**src/rtl/reorder_buffer_pkg.sv**
```systemverilog
// Shared types and constants for the reorder buffer: entry layout, default depth, ZERO_REG.
// The optional flush port is enabled by defining ROB_FLUSH_EN.
`ifndef ZERO_REG
`define ZERO_REG 5'd0
`endif

package reorder_buffer_pkg;
    localparam int ROB_SIZE_DEFAULT = 16;

    typedef struct packed {
        logic        valid;
        logic        complete;
        logic        is_store;
        logic [4:0]  dest_reg;
        logic [31:0] value;
        logic [31:0] dest_addr;
    } rob_entry_t;
endpackage

```
**src/rtl/reorder_buffer_rob_ptr.sv**
```systemverilog
// Wrap-around pointer register used for the reorder buffer head and tail.
// Depth is a power of two, so natural overflow of the W-bit register gives the wrap.
module rob_ptr #(
    parameter int W = 4
) (
    input  logic         clock,
    input  logic         reset,
    input  logic         clear,
    input  logic         enable,
    output logic [W-1:0] value
);
    logic [W-1:0] value_reg;

    always_ff @(posedge clock) begin
        if (!reset || clear) begin
            value_reg <= '0;
        end else if (enable) begin
            value_reg <= value_reg + W'(1);
        end
    end

    assign value = value_reg;
endmodule

```
**src/rtl/reorder_buffer.sv**
```systemverilog
// Circular in-order reorder buffer: allocate from dispatch, complete from CDB, retire at head.
// Define ROB_FLUSH_EN to add a flush input that empties the buffer.
module reorder_buffer
    import reorder_buffer_pkg::*;
#(
    parameter int ROB_SIZE = ROB_SIZE_DEFAULT,
    parameter int TAG_W    = $clog2(ROB_SIZE)
) (
    input  logic             clock,
    input  logic             reset,
`ifdef ROB_FLUSH_EN
    input  logic             flush,
`endif
    input  logic             dispatch_valid,
    input  logic [4:0]       dispatch_dest_reg,
    input  logic             dispatch_is_store,
    output logic [TAG_W-1:0] dispatch_tag,
    output logic             rob_full,
    input  logic             cdb_valid,
    input  logic [TAG_W-1:0] cdb_tag,
    input  logic [31:0]      cdb_value,
    input  logic [31:0]      cdb_addr,
    output rob_entry_t       head_entry,
    output logic             head_ready
);
    rob_entry_t       entry_reg [ROB_SIZE];
    rob_entry_t       head_raw;
    logic [TAG_W-1:0] head_ptr;
    logic [TAG_W-1:0] tail_ptr;
    logic [TAG_W:0]   count_reg;
    logic [TAG_W:0]   count_next;
    logic             flush_active;
    logic             allocate;
    logic             retire;

`ifdef ROB_FLUSH_EN
    assign flush_active = flush;
`else
    assign flush_active = 1'b0;
`endif

    assign head_raw     = entry_reg[head_ptr];
    assign rob_full     = (count_reg == (TAG_W+1)'(ROB_SIZE));
    assign allocate     = dispatch_valid && !rob_full && !flush_active;
    assign head_ready   = head_raw.valid && head_raw.complete && !flush_active;
    assign retire       = head_ready;
    assign head_entry   = (count_reg == '0) ? '0 : head_raw;
    assign dispatch_tag = tail_ptr;

    rob_ptr #(.W(TAG_W)) u_head_ptr (
        .clock  (clock),
        .reset  (reset),
        .clear  (flush_active),
        .enable (retire),
        .value  (head_ptr)
    );

    rob_ptr #(.W(TAG_W)) u_tail_ptr (
        .clock  (clock),
        .reset  (reset),
        .clear  (flush_active),
        .enable (allocate),
        .value  (tail_ptr)
    );

    // Same-slot priority: allocate, then retire, then completion. Completion only
    // lands on an entry that was already valid before this edge.
    always_ff @(posedge clock) begin
        for (int i = 0; i < ROB_SIZE; i++) begin
            if (!reset || flush_active) begin
                entry_reg[i] <= '0;
            end else if (allocate && tail_ptr == TAG_W'(i)) begin
                entry_reg[i].valid     <= 1'b1;
                entry_reg[i].complete  <= 1'b0;
                entry_reg[i].is_store  <= dispatch_is_store;
                entry_reg[i].dest_reg  <= dispatch_dest_reg;
                entry_reg[i].value     <= '0;
                entry_reg[i].dest_addr <= '0;
            end else if (retire && head_ptr == TAG_W'(i)) begin
                entry_reg[i].valid    <= 1'b0;
                entry_reg[i].complete <= 1'b0;
            end else if (cdb_valid && cdb_tag == TAG_W'(i) && entry_reg[i].valid) begin
                entry_reg[i].value    <= cdb_value;
                entry_reg[i].complete <= 1'b1;
                if (entry_reg[i].is_store) begin
                    entry_reg[i].dest_addr <= cdb_addr;
                end
            end
        end
    end

    always_comb begin
        count_next = count_reg;
        if (allocate && !retire) begin
            count_next = count_reg + (TAG_W+1)'(1);
        end else if (retire && !allocate) begin
            count_next = count_reg - (TAG_W+1)'(1);
        end
    end

    always_ff @(posedge clock) begin
        if (!reset || flush_active) begin
            count_reg <= '0;
        end else begin
            count_reg <= count_next;
        end
    end
endmodule

```
**config.mk**
```make
export PLATFORM = sky130hd
export DESIGN_NAME = reorder_buffer
export DESIGN_NICKNAME = d
export VERILOG_FILES = /design/src/rtl/reorder_buffer_pkg.sv /design/src/rtl/reorder_buffer_rob_ptr.sv /design/src/rtl/reorder_buffer.sv
export SDC_FILE = /design/constraint.sdc
export NUM_CORES = 2
export LEC_CHECK = 0
export ABC_AREA = 1
export CAP_MARGIN = 20
export CELL_PAD_IN_SITES_DETAIL_PLACEMENT = 0
export CELL_PAD_IN_SITES_GLOBAL_PLACEMENT = 2
export CORE_MARGIN = 10
export CORE_UTILIZATION = 42
export DETAILED_ROUTE_END_ITERATION = 10
export GPL_TIMING_DRIVEN = 0
export PLACE_DENSITY = 0.91
export SLEW_MARGIN = 0
export SYNTH_ARGS = -nofsm -noshare
export SYNTH_HDL_FRONTEND = slang
export SYNTH_SLANG_ARGS = --single-unit
```
**constraint.sdc**
```tcl
create_clock -name clock -period 4.15 [get_ports clock]
set_clock_uncertainty 0.2 [all_clocks]
set_input_delay 1.0375 -clock clock [delete_from_list [all_inputs] [get_ports clock]]
set_output_delay 1.0375 -clock clock [all_outputs]
set_load 0.01 [all_outputs]
```
* Word level (Yosys, flattened, before mapping)
Memories as Yosys holds them, arrays and structs flattened. A register that Yosys moved wholly into a read port is not among the register bits.
Index checks and enable logic that the tools add are counted.
** Cells by class
- Bitwise logic cells :: 176
- Reductions and logical operators :: 76
- Muxes and demuxes :: 470
- Add/sub/neg operators :: 4
- Equal/unequal tests :: 46
** Operator list (count)
- $mux W32 :: 64
- $mux W1 :: 385
- $or A1 B1 Y1 :: 176
- $eq A4 B4 Y1 const B :: 24
- $mux W5 :: 18
- $mux W72 :: 1
- $logic_and A1 B1 Y1 :: 68
- $eq A4 B3 Y1 const B :: 12
- $eq A4 B2 Y1 const B :: 6
- $eq A4 B1 Y1 const B :: 3
- $logic_not A4 Y1 :: 3
- $add A4 B1 Y4 const B :: 2
- $mux W4 :: 2
- $add A5 B1 Y5 const B :: 1
- $eq A5 B5 Y1 const B :: 1
- $logic_not A5 Y1 :: 1
- $sub A5 B1 Y5 const B :: 1
- $logic_not A1 Y1 :: 3
- $reduce_bool A2 Y1 :: 1
** Storage, ports and cells
- RAM bits :: 1152
- Flip-flop bits (word level) :: 13
- Memories kept :: 1
** Memories
- entry_reg :: depth 16, width 72, read ports 17, clocked after memory_dff 1, wr ports 16, line reorder_buffer.sv:26 : rob_entry_t entry_reg [ROB_SIZE];

* Logic depth before layout (Yosys ltp)
- Depth after elaboration :: 10
- Depth in mapped cells :: 19

* Cells and area by module
Synthesis repeated with hierarchy kept, for this count alone.
** Unflattened totals
- Cells, all modules :: 4820
- Area total of the unflattened synthesis :: 51603.2 µm²
** Modules (own cells, without submodules)
- reorder_buffer :: seq. area each 34693.3 µm², instances 1, cells each 4772, area an instance 51255.4 µm²
- rob_ptr :: seq. area each 80.1 µm², instances 2, cells each 24, area an instance 173.9 µm²

* Worst setup path after synthesis
Ideal clock, no wire load.
- Path kind :: input to register
- From :: input port reset
- To :: memory entry_reg[0][0] (netlist bit) (enable)
- Slack :: 542 ps
- Setup time :: 389 ps
- Arrival time :: 3018 ps
- Stages :: 7
- Cell sequence :: clkbuf_1 clkbuf_1 nand2_1 inv_1 nand4_4 buf_6 nand2_1
** RTL lines
- start, declared :: line reorder_buffer.sv:10 : input logic reset,
- end, declared :: line reorder_buffer.sv:26

==> flow_summary.toml <==
[power_and_ir_drop]
intPower_w = 0.0234
powerDensity_nw_per_um2 = 540
seqPwrFrac_pct = 39.2
p_clk_share_pct = 30.7
switching_power_w = 0.0117
pwr-share-comb_pct = 30.1
switching_share_pct = 33.4
ir_worst_vdd_mv = 0.407
p_leak_nw = 24.9

[floorplan]
fp.dieArea_um2 = 139000
dieHeight_um = 373
io_pins = 156
coreArea_um2 = 124000
initial_core_util_pct = 42.3
fp-row-count = 129
chipWidth_um = 373

[sta]
slew_violations = 0
slew_headroom_pct = 24.3
fmax_mhz = 237
setup_slack_ns = -0.0719
timing.final.crit_share_pct = 102
fin_crit_ns = 4.22
fin_setup_tns_ns = -0.445
setup_violations = 17
hold_viol = 0
rsz0062_at_grt = "yes"
worst_pin_slew_ns = 1.13

[setup_path]
worstSetupStartpointType = "flip-flop"
required_ns = 2.91
crit_fanout = 10
timing.rr.start = "count_reg[0]"
endpoint_kind = "primary output"
reg2reg_depth = 11
crit_type = "reg -> out"
r2r_end = "entry_reg[14][36]"
crit_path_end = "head_entry[26]"
arrival_ns = 2.98
r2r_slack_ns = 0.06

[worst_hold_path]
hp-class = "reg -> reg"
min_from = "count_reg[0]"
hold_depth = 2

[final_layout]
drive_gt1_share_pct = 18.6
ff_latch_area_um2 = 34900
nFillCells = 10596
multi_input_area_um2 = 15800
area_growth_pct = 24.3
utilization_pct = 52.5
largest_reg_flops = 1152
fin_nets = 5350

[clocking]
cts_max_level = 3
cts_buffer_depth = 3
ctsHoldBuffers = 0
clkTransAtPathRegs_ns = 0.06
cts_tree = "yes"
clock-sinks = 1169
clock_latency_ns = 0.74
cts_root_buffer = "clkbuf_16"
numCtsBuffers = 118

[global_route]
grt_pass1_vias = 40980
grt_antenna_before_repair = 8
overflow = 0
grt_max_degree = 28
grt_pass1_wl_um = 304000
grt_usage_pct = 30.3

[drt]
highest_layer = "met5"
wl_met3_um = 32600
wire_per_inst_um = 31.4
ant_nets = 0
drt_wl_total_um = 220000
detailroute.wirelength.met2_um = 94600
drtPass1Iterations = 8
viasPerCell = 6.18
num_vias = 43257
drtIter0Drc = 6656
wl_met1_um = 79300
drc = 0

[logic_synthesis]
ys_types = 33
synth_cells = 4843
syn_area_um2 = 52300
synth-seq-area-share_pct = 66.8
synth.avg_cell_area_um2 = 10.8
syn-num-nets = 4934
ys_ff_latch = 1169
ys_warn_count = 0

[placed_design]
dp_hpwl_um = 144000
port_buffers = 154
place.gp.congestion = 0.952

[job]
maxCapViolCount = 0

[status]
violations = "setup timing"
status = "finished with violations"
==> synth_stat cells <==
cell type  number  area (um2)
nor2_1       1736        6520
edfxtp_1     1152       34600
o21ai_0       570        2850
clkbuf_1      261         980
o221ai_1      213        1870
inv_1         176         661
nand2_1       135         507
nand3_1       119         596
a21oi_1        83         415
buf_2          78         390
o211ai_1       67         503
o22ai_1        67         419
buf_6          41         462
buf_4          20         150
buf_1          18        67.6
dfxtp_1        17         340
nand3_4        16         280
ha_1           12         150
nor3_1         10        50.1
nand3_2         9        90.1
nand4_1         9        56.3
nand4_4         9         191
nor4_1          6        37.5
xor2_1          5        43.8
nand2_2         3        18.8
or2_2           3        18.8
inv_2           2        7.51
a211oi_1        1        7.51
a21o_1          1        7.51
fa_1            1        20.0
inv_4           1        6.26
o21ai_1         1        5.00
xnor2_1         1        8.76
==> per-layer routing <==
layer / vias up / track usage, %
li1: 17938 / -
met1: 21116 / 38.6
met2: 3529 / 44.6
met3: 666 / 10.5
met4: 8 / 17.0
met5: - / 0.652
==> worst min path at each step <==
stage	to	slack, ns
4_1_cts	count_reg[4]	0.34
6_report	count_reg[0]	0.34
2_1_floorplan	count_reg[4]	0.27
5_1_grt	flip-flop	0.38
3_3_place_gp	count_reg[4]	0.30
3_5_place_dp	count_reg[4]	0.31
==> through the flow <==
step                total power, W  hold slack [ns]  area [um2]  setup WS [ns]  instances
floorplan                   0.0177            0.274       52300          0.542       4843
global placement            0.0217            0.298       55900          -2.50       6634
detailed placement          0.0220            0.311       56900          -1.35       6681
CTS                         0.0343            0.344       64300         -0.163       6979
global route                0.0358            0.381       65000        -0.0834       7001
finish                      0.0351            0.343       65000        -0.0719       7005
==> layout make-up <==
cell class / count / area share (%)
antenna: 5 / 0.0192
buffer: 411 / 6.16
clock buffer: 163 / 5.04
clock inverter: 61 / 0.828
inverter: 179 / 1.07
multi-input combinational: 3077 / 24.4
sequential: 1169 / 53.7
tap: 1637 / 3.15
timing repair buffer: 303 / 5.63
==> power by group through the flow <==
stage	logic (W)	registers [W]	clock network [W]
2_1_floorplan	0.00378	0.0139	0
3_3_place_gp	0.00774	0.0140	0
3_5_place_dp	0.00798	0.0140	0
4_1_cts	0.00987	0.0137	0.0107
5_1_grt	0.0109	0.0138	0.0112
6_report	0.0106	0.0138	0.0108
==> layout by cell type, fill, tap and decap left out, types with 51 or more instances in the layout <==
cell,synthesis,routed
nor2_1,1736,1704
nand2_1,135,103
edfxtp_1,1152,1152
a21oi_2,0,51
o211ai_1,67,67
clkdlybuf4s50_1,0,82
buf_4,20,76
nand3_1,119,95
inv_1,176,175
o221ai_1,213,167
o22ai_1,67,55
buf_2,78,108
buf_12,0,78
clkbuf_1,261,112
buf_6,41,78
clkbuf_16,0,161
o21ai_0,570,532
==> kinds of logic after synthesis <==
family                   share of synthesized area (%)
adder cells (fa/ha/maj)                          0.325
AND/OR/NAND/NOR                                   16.0
buffers and inverters                             5.21
XOR/XNOR                                         0.100
flip-flops                                        66.8
AO/OA/AOI/OAI                                     11.6
==> critical path: stages, from the launching register on <==
cell and delay [ns]:
dfxtp_4 0.45, inv_8 0.05, buf_12 0.14, buf_16 0.14, buf_4 0.14, buf_8 0.12, buf_4 0.20, o21ai_0 0.23
o22ai_1 0.11, o211ai_1 0.29, a21oi_2 0.18, buf_2 0.19
==> timing repair <==
item	in CTS	in global routing
resized for setup	1054	230
cloned	22	8
setup endpoints to repair	312	164
setup buffers	53	27
pin swaps	149	114
Power figures use the tool's default switching activity.
